File: src/rtl/vga_sync_monitor.sv
// vga_sync_monitor
// Watches active-low hsync/vsync and the active strobe from a VGA timing
// source in the same clock domain. Recovers pixel/line position, measures
// line length, lines per frame and active width, and runs a lock FSM that
// compares the measurements against the nominal totals.

module vga_sync_monitor #(
  parameter int unsigned H_TOTAL     = 800,
  parameter int unsigned V_TOTAL     = 525,
  parameter int unsigned LOCK_FRAMES = 2
) (
  input  logic        clk_i,
  input  logic        rst_i,
  input  logic        hsync_i,
  input  logic        vsync_i,
  input  logic        active_i,
  output logic [14:0] h_cnt_o,
  output logic [14:0] v_cnt_o,
  output logic [14:0] line_len_o,
  output logic [14:0] frame_lines_o,
  output logic [14:0] active_width_o,
  output logic        locked_o,
  output logic        err_o,
  output logic        new_frame_o
);

  localparam logic [14:0] CNT_MAX     = 15'h7FFF;
  localparam logic [14:0] H_TOTAL_C   = 15'(H_TOTAL);
  localparam logic [14:0] V_TOTAL_C   = 15'(V_TOTAL);
  localparam logic [14:0] H_TIMEOUT_C = 15'(2 * H_TOTAL - 1);
  localparam logic [3:0]  LOCK_FRM_C  = 4'(LOCK_FRAMES);

  typedef enum logic [1:0] {
    SEARCH  = 2'd0,
    MEASURE = 2'd1,
    LOCKED  = 2'd2
  } state_e;

  // Saturating increment: sticks at the all-ones value, never wraps.
  function automatic logic [14:0] sat_inc(input logic [14:0] val);
    logic [14:0] res;
    if (val == CNT_MAX) begin
      res = val;
    end else begin
      res = val + 15'd1;
    end
    return res;
  endfunction

  // Registers and their next-state values
  logic        hs_q, vs_q;
  logic [14:0] h_cnt_q, h_cnt_d;
  logic [14:0] v_cnt_q, v_cnt_d;
  logic [14:0] a_cnt_q, a_cnt_d;
  logic [14:0] line_len_q, line_len_d;
  logic [14:0] frame_lines_q, frame_lines_d;
  logic [14:0] active_width_q, active_width_d;
  state_e      state_q, state_d;
  logic [3:0]  good_q, good_d;
  logic        locked_q, locked_d;
  logic        err_q, err_d;
  logic        new_frame_q, new_frame_d;

  // Combinational helpers
  logic        hs_fall_s, vs_fall_s;
  logic [14:0] line_load_s, frame_load_s;
  logic        line_bad_s, frame_bad_s, timeout_s, fail_s;
  logic [3:0]  good_inc_s;

  // Edge detection and the values the checks compare against.
  always_comb begin
    hs_fall_s    = hs_q & ~hsync_i;
    vs_fall_s    = vs_q & ~vsync_i;
    line_load_s  = h_cnt_q + 15'd1;
    frame_load_s = v_cnt_q + {14'd0, hs_fall_s};
    line_bad_s   = hs_fall_s & (line_load_s != H_TOTAL_C);
    frame_bad_s  = vs_fall_s & (frame_load_s != V_TOTAL_C);
    // A missing hsync is flagged once, when the count reaches twice a line.
    timeout_s    = ~hs_fall_s & (h_cnt_q == H_TIMEOUT_C);
    fail_s       = line_bad_s | frame_bad_s | timeout_s;
    good_inc_s   = good_q + 4'd1;
  end

  // Horizontal measurement: position, line length and active width.
  always_comb begin
    h_cnt_d        = sat_inc(h_cnt_q);
    line_len_d     = line_len_q;
    active_width_d = active_width_q;
    a_cnt_d        = a_cnt_q;
    if (hs_fall_s) begin
      h_cnt_d        = 15'd0;
      line_len_d     = line_load_s;
      active_width_d = a_cnt_q;
      // The fall cycle itself belongs to the new line.
      a_cnt_d        = {14'd0, active_i};
    end else if (active_i) begin
      a_cnt_d = sat_inc(a_cnt_q);
    end else begin
      a_cnt_d = a_cnt_q;
    end
  end

  // Vertical measurement: line position and lines per frame.
  always_comb begin
    v_cnt_d       = v_cnt_q;
    frame_lines_d = frame_lines_q;
    if (vs_fall_s) begin
      // vsync wins over a coincident hsync; that hsync still counts toward the frame.
      v_cnt_d       = 15'd0;
      frame_lines_d = frame_load_s;
    end else if (hs_fall_s) begin
      v_cnt_d = sat_inc(v_cnt_q);
    end else begin
      v_cnt_d = v_cnt_q;
    end
  end

  // Lock FSM next-state and pulse outputs.
  always_comb begin
    state_d     = state_q;
    good_d      = good_q;
    err_d       = 1'b0;
    new_frame_d = 1'b0;
    case (state_q)
      SEARCH: begin
        // No checks here: the first measurements after reset are partial.
        if (vs_fall_s) begin
          state_d = MEASURE;
          good_d  = 4'd0;
        end else begin
          state_d = SEARCH;
        end
      end
      MEASURE: begin
        if (fail_s) begin
          state_d = SEARCH;
          err_d   = 1'b1;
        end else if (vs_fall_s) begin
          good_d = good_inc_s;
          if (good_inc_s == LOCK_FRM_C) begin
            state_d = LOCKED;
          end else begin
            state_d = MEASURE;
          end
        end else begin
          state_d = MEASURE;
        end
      end
      LOCKED: begin
        if (fail_s) begin
          state_d = SEARCH;
          err_d   = 1'b1;
        end else if (vs_fall_s) begin
          state_d     = LOCKED;
          new_frame_d = 1'b1;
        end else begin
          state_d = LOCKED;
        end
      end
      default: begin
        state_d = SEARCH;
        good_d  = 4'd0;
      end
    endcase
    locked_d = (state_d == LOCKED);
  end

  // State and measurement registers; reset clears everything immediately.
  always_ff @(posedge clk_i or posedge rst_i) begin
    if (rst_i) begin
      hs_q           <= 1'b1;
      vs_q           <= 1'b1;
      h_cnt_q        <= 15'd0;
      v_cnt_q        <= 15'd0;
      a_cnt_q        <= 15'd0;
      line_len_q     <= 15'd0;
      frame_lines_q  <= 15'd0;
      active_width_q <= 15'd0;
      state_q        <= SEARCH;
      good_q         <= 4'd0;
      locked_q       <= 1'b0;
      err_q          <= 1'b0;
      new_frame_q    <= 1'b0;
    end else begin
      hs_q           <= hsync_i;
      vs_q           <= vsync_i;
      h_cnt_q        <= h_cnt_d;
      v_cnt_q        <= v_cnt_d;
      a_cnt_q        <= a_cnt_d;
      line_len_q     <= line_len_d;
      frame_lines_q  <= frame_lines_d;
      active_width_q <= active_width_d;
      state_q        <= state_d;
      good_q         <= good_d;
      locked_q       <= locked_d;
      err_q          <= err_d;
      new_frame_q    <= new_frame_d;
    end
  end

  assign h_cnt_o        = h_cnt_q;
  assign v_cnt_o        = v_cnt_q;
  assign line_len_o     = line_len_q;
  assign frame_lines_o  = frame_lines_q;
  assign active_width_o = active_width_q;
  assign locked_o       = locked_q;
  assign err_o          = err_q;
  assign new_frame_o    = new_frame_q;

endmodule

File: config.mk
export PLATFORM = sky130hd
export DESIGN_NAME = vga_sync_monitor
export DESIGN_NICKNAME = d
export VERILOG_FILES = /design/src/rtl/vga_sync_monitor.sv
export SDC_FILE = /design/constraint.sdc
export NUM_CORES = 1
export LEC_CHECK = 0
export CORE_ASPECT_RATIO = 2
export CORE_MARGIN = 2
export CORE_UTILIZATION = 49
export DETAILED_ROUTE_END_ITERATION = 8
export PLACE_DENSITY = 0.83
export SLEW_MARGIN = 10
export SYNTH_ARGS = -nofsm -noshare
export SYNTH_HDL_FRONTEND = slang
export SYNTH_SLANG_ARGS = --single-unit
File: constraint.sdc
create_clock -name clk_i -period 3.5 [get_ports clk_i]
set_clock_uncertainty 0.2 [all_clocks]
set_input_delay 0.525 -clock clk_i [delete_from_list [all_inputs] [get_ports clk_i]]
set_output_delay 0.525 -clock clk_i [all_outputs]
set_load 0.05 [all_outputs]
==> results.yml <==
setup_path:
  cp_top_family: "simple AND/OR/NAND/NOR gates"
  r2r_start: "hs_q$_DFF_PP1_"
  ff2ff_setup_slack_ns: 0.52
  worstReg2RegEnd: "good_q[1]$_DFFE_PP0P_"
  crit_path_max_incr_delay_ns: 0.41
  cp_num_buf_inv: 2
  worstSetupPathType: "input port to flop"
  start_kind: "input port"
  arrival_ns: 3.25
  path_cells: "clkdlybuf4s50_1 > nand2b_2 > inv_2 > ha_1 > ha_1 > nand3_1 > xor2_1 > nor4b_2 > nand4_1 > nor2_2 > and3_1 > mux2i_1"
  critPathMaxFanout: 6
  critPathSlowestCell: "clkdlybuf4s50_1"
  cpMostUsedCell: "ha_1"
  cp_data_required_time_ns: 3.56
  cp-end-kind: "flop"
  rr_worst_depth: 11
run:
  cap_viol_max_count: 0
synthesis:
  ys_top_cells_by_area: "dfrtp_1 (49%), nand2_1 (8.2%), xnor2_1 (5.2%)"
  synth_seq_cells: 101
  ys_dominant_reg_cell: "dfrtp_1"
  syn_area_per_cell_um2: 9.38
  yosysWarnings: 0
  synth.top_cell.area_share_pct: 48.6
  synth_nets: 560
  ys_types: 57
  synth-edff-count: 0
  synthesis.area_mm2: 0.00509
  async_reset_ff_share_pct: 100
  synth_area_leader_cell: "dfrtp_1"
  synth_cells: 543
  yosysSeqAreaShare_pct: 49.7
floorplan:
  dieArea_mm2: 0.0113
  die_w_um: 76.1
  placementRows: 52
  die_height_um: 148
  initial_core_util_pct: 50.2
  io_pins: 83
  core_mm2: 0.0101
sta:
  fmax_ghz: 0.314
  finalSetupTns_ns: 0
  layout_min_cycle_time_ns: 3.18
  worst_slack_ns: 0.318
  maxSlewHeadroom_pct: 54.7
  finalHoldViolCount: 0
  worstMarginPinSlew_ns: 0.675
  worst_hold_slack_ns: 0.279
  finalCritPeriodShare_pct: 90.9
  rsz0062_at_grt: "no"
  maxSlewViolCount: 0
  setup_viol: 0
routing:
  wl_mm: 12.1
  wl_per_cell_um: 16.1
  detail-route-antenna-nets: 0
  post-route-drc-count: 0
  viasPerCell: 5.61
  drt-initial-drc-count: 260
  dr.pass1.iters: 5
  vias: 4227
placement:
  dp_slack_ns: -0.145
  port_buffers: 82
  gp_congestion: 0.912
  place_area_mm2: 0.00602
  hpwl_mm: 8.68
worst_hold_path:
  hold_end: "line_len_o[6]$_DFFE_PP0N_"
  min_path_type: "flop to flop"
  hold_start: "line_len_o[6]$_DFFE_PP0N_"
  holdPathStages: 2
final_layout:
  postLayoutCellArea_mm2: 0.00630
  area_delta_synth_final_pct: 23.6
  final_nets: 630
  antennaDiodeCount: 0
  nFillCells: 879
  drive_above_1_share_pct: 7.28
clock_tree:
  worstSkewPairLatency_ns: 0.35
  cts.sinks: 101
  cts_buffer_depth: 2
  ctsResizeCount: 0
  cts_hold_buffers: 0
  cts.clk_slew.worst_paths_ns: 0.07
  h-tree-depth: 3
  numCtsBuffers: 9
  tritoncts: "built"
  post_cts_buffers: 0
  cts-root-buf: "clkbuf_16"
pwr:
  vdd_drop_max_mv: 0.426
  power.density_mw_per_mm2: 453
  leakage_nw: 2.71
global_routing:
  antenna_found_initial: 0
  grt_max_degree: 54
  grtUsageTotal_pct: 22.1
  grt_pass1_vias: 4212
  overflow: 0
  grt_pass1_wl_mm: 19.9
status:
  outcome: "completed"
[worst max-delay path by stage]
stage / from / end / slack [ns] / depth (start not counted)
2_1_floorplan: hsync_i / good_q[0]$_DFFE_PP0P_ / 0.11 / 14
3_3_place_gp: hsync_i / good_q[1]$_DFFE_PP0P_ / 0.003 / 12
3_5_place_dp: hsync_i / good_q[1]$_DFFE_PP0P_ / -0.15 / 12
4_1_cts: hsync_i / good_q[1]$_DFFE_PP0P_ / 0.19 / 12
5_1_grt: hsync_i / good_q[1]$_DFFE_PP0P_ / 0.12 / 12
6_report: hsync_i / good_q[1]$_DFFE_PP0P_ / 0.32 / 12
[state kept, by name (all words and copies together), names as in the netlist]
signal,cells
h_cnt_o,15
hs_q,1
vs_q,1
v_cnt_o,15
a_cnt_q,15
line_len_o,15
err_o,1
new_frame_o,1
frame_lines_o,15
good_q,4
state_q,2
active_width_o,15
locked_o,1
[metrics by stage]
step | power (mW) | std cells | utilization, %
3_5_place_dp | 1.95 | 737 | 59.3
2_1_floorplan | 1.74 | 543 | -
3_3_place_gp | 1.94 | 737 | 59.3
5_1_grt | 2.96 | 753 | 62.0
6_report | 2.85 | 753 | 62.0
4_1_cts | 2.87 | 753 | 62.0
[power by group]
part	leakage, nW	switching, mW	internal (mW)
Clock	0.129	0.440	0.481
Combinational	1.20	0.397	0.195
Sequential	1.38	0.0959	1.24
[synthesized netlist by cell type, drive strengths merged (3+ instances only)]
cell and number:
o21ai 38, inv 11, o31ai 3, clkbuf 13, nor3 7, dfrtp 99, nor2 48, a31oi 5
or2 4, xor2 23, mux2i 7, nand2b 4, a21oi 21, and4 3, ha 12, buf 18
nand4 13, nand3 27, a211o 3, nand2 111, or3 5, xnor2 30, and3 6, nor4 8
[tightest hold or removal path, cell delays in order (launching register included)]
cell and delay [ns]:
dfrtp_1 0.34, nand2_1 0.05, o21ai_0 0.06
[per-layer routing]
layer	global-route usage (%)	wire, µm	vias to the layer above
met2	42.5	6690	169
met3	2.73	626	35
met4	12.8	514	0
li1	-	-	1982
met1	22.8	4280	2041
met5	0	0	-
[cells by family (layout without fill, tap and decap cells)]
group | Yosys count | in the layout | share of synthesized area, %
compound gates | 80 | 80 | 9.68
xor+xnor | 53 | 53 | 9.26
fa+ha+maj | 12 | 12 | 2.95
buf+inv | 42 | 117 | 3.56
flops | 101 | 101 | 49.7
mux | 7 | 7 | 1.38
simple gates | 248 | 248 | 23.5
[layout make-up]
| class | instances | area, µm² | share of cell area [%] |
|---|---|---|---|
| Clock buffer | 10 | 229 | 3.64 |
| Clock inverter | 6 | 38.8 | 0.616 |
| Inverter | 11 | 43.8 | 0.695 |
| Multi-Input combinational cell | 400 | 2390 | 38.0 |
| Sequential cell | 101 | 2530 | 40.2 |
| Tap cell | 135 | 169 | 2.68 |
| Timing Repair Buffer | 90 | 893 | 14.2 |
[cell usage in the layout (no fill, tap or decap), drive strengths merged, types with 3 or more instances in the layout]
cell and instances:
nand2 111, dfrtp 99, clkdlybuf4s50 82, nor2 48
o21ai 38, xnor2 30, nand3 27, xor2 23
a21oi 21, nand4 13, ha 12, inv 12
clkbuf 10, nor4 8, buf 8, mux2i 7
nor3 7, and3 6, or3 5, a31oi 5
nand2b 4, or2 4, and4 3, a211o 3
clkinv 3, o31ai 3
(Power assumes the default switching activity.)
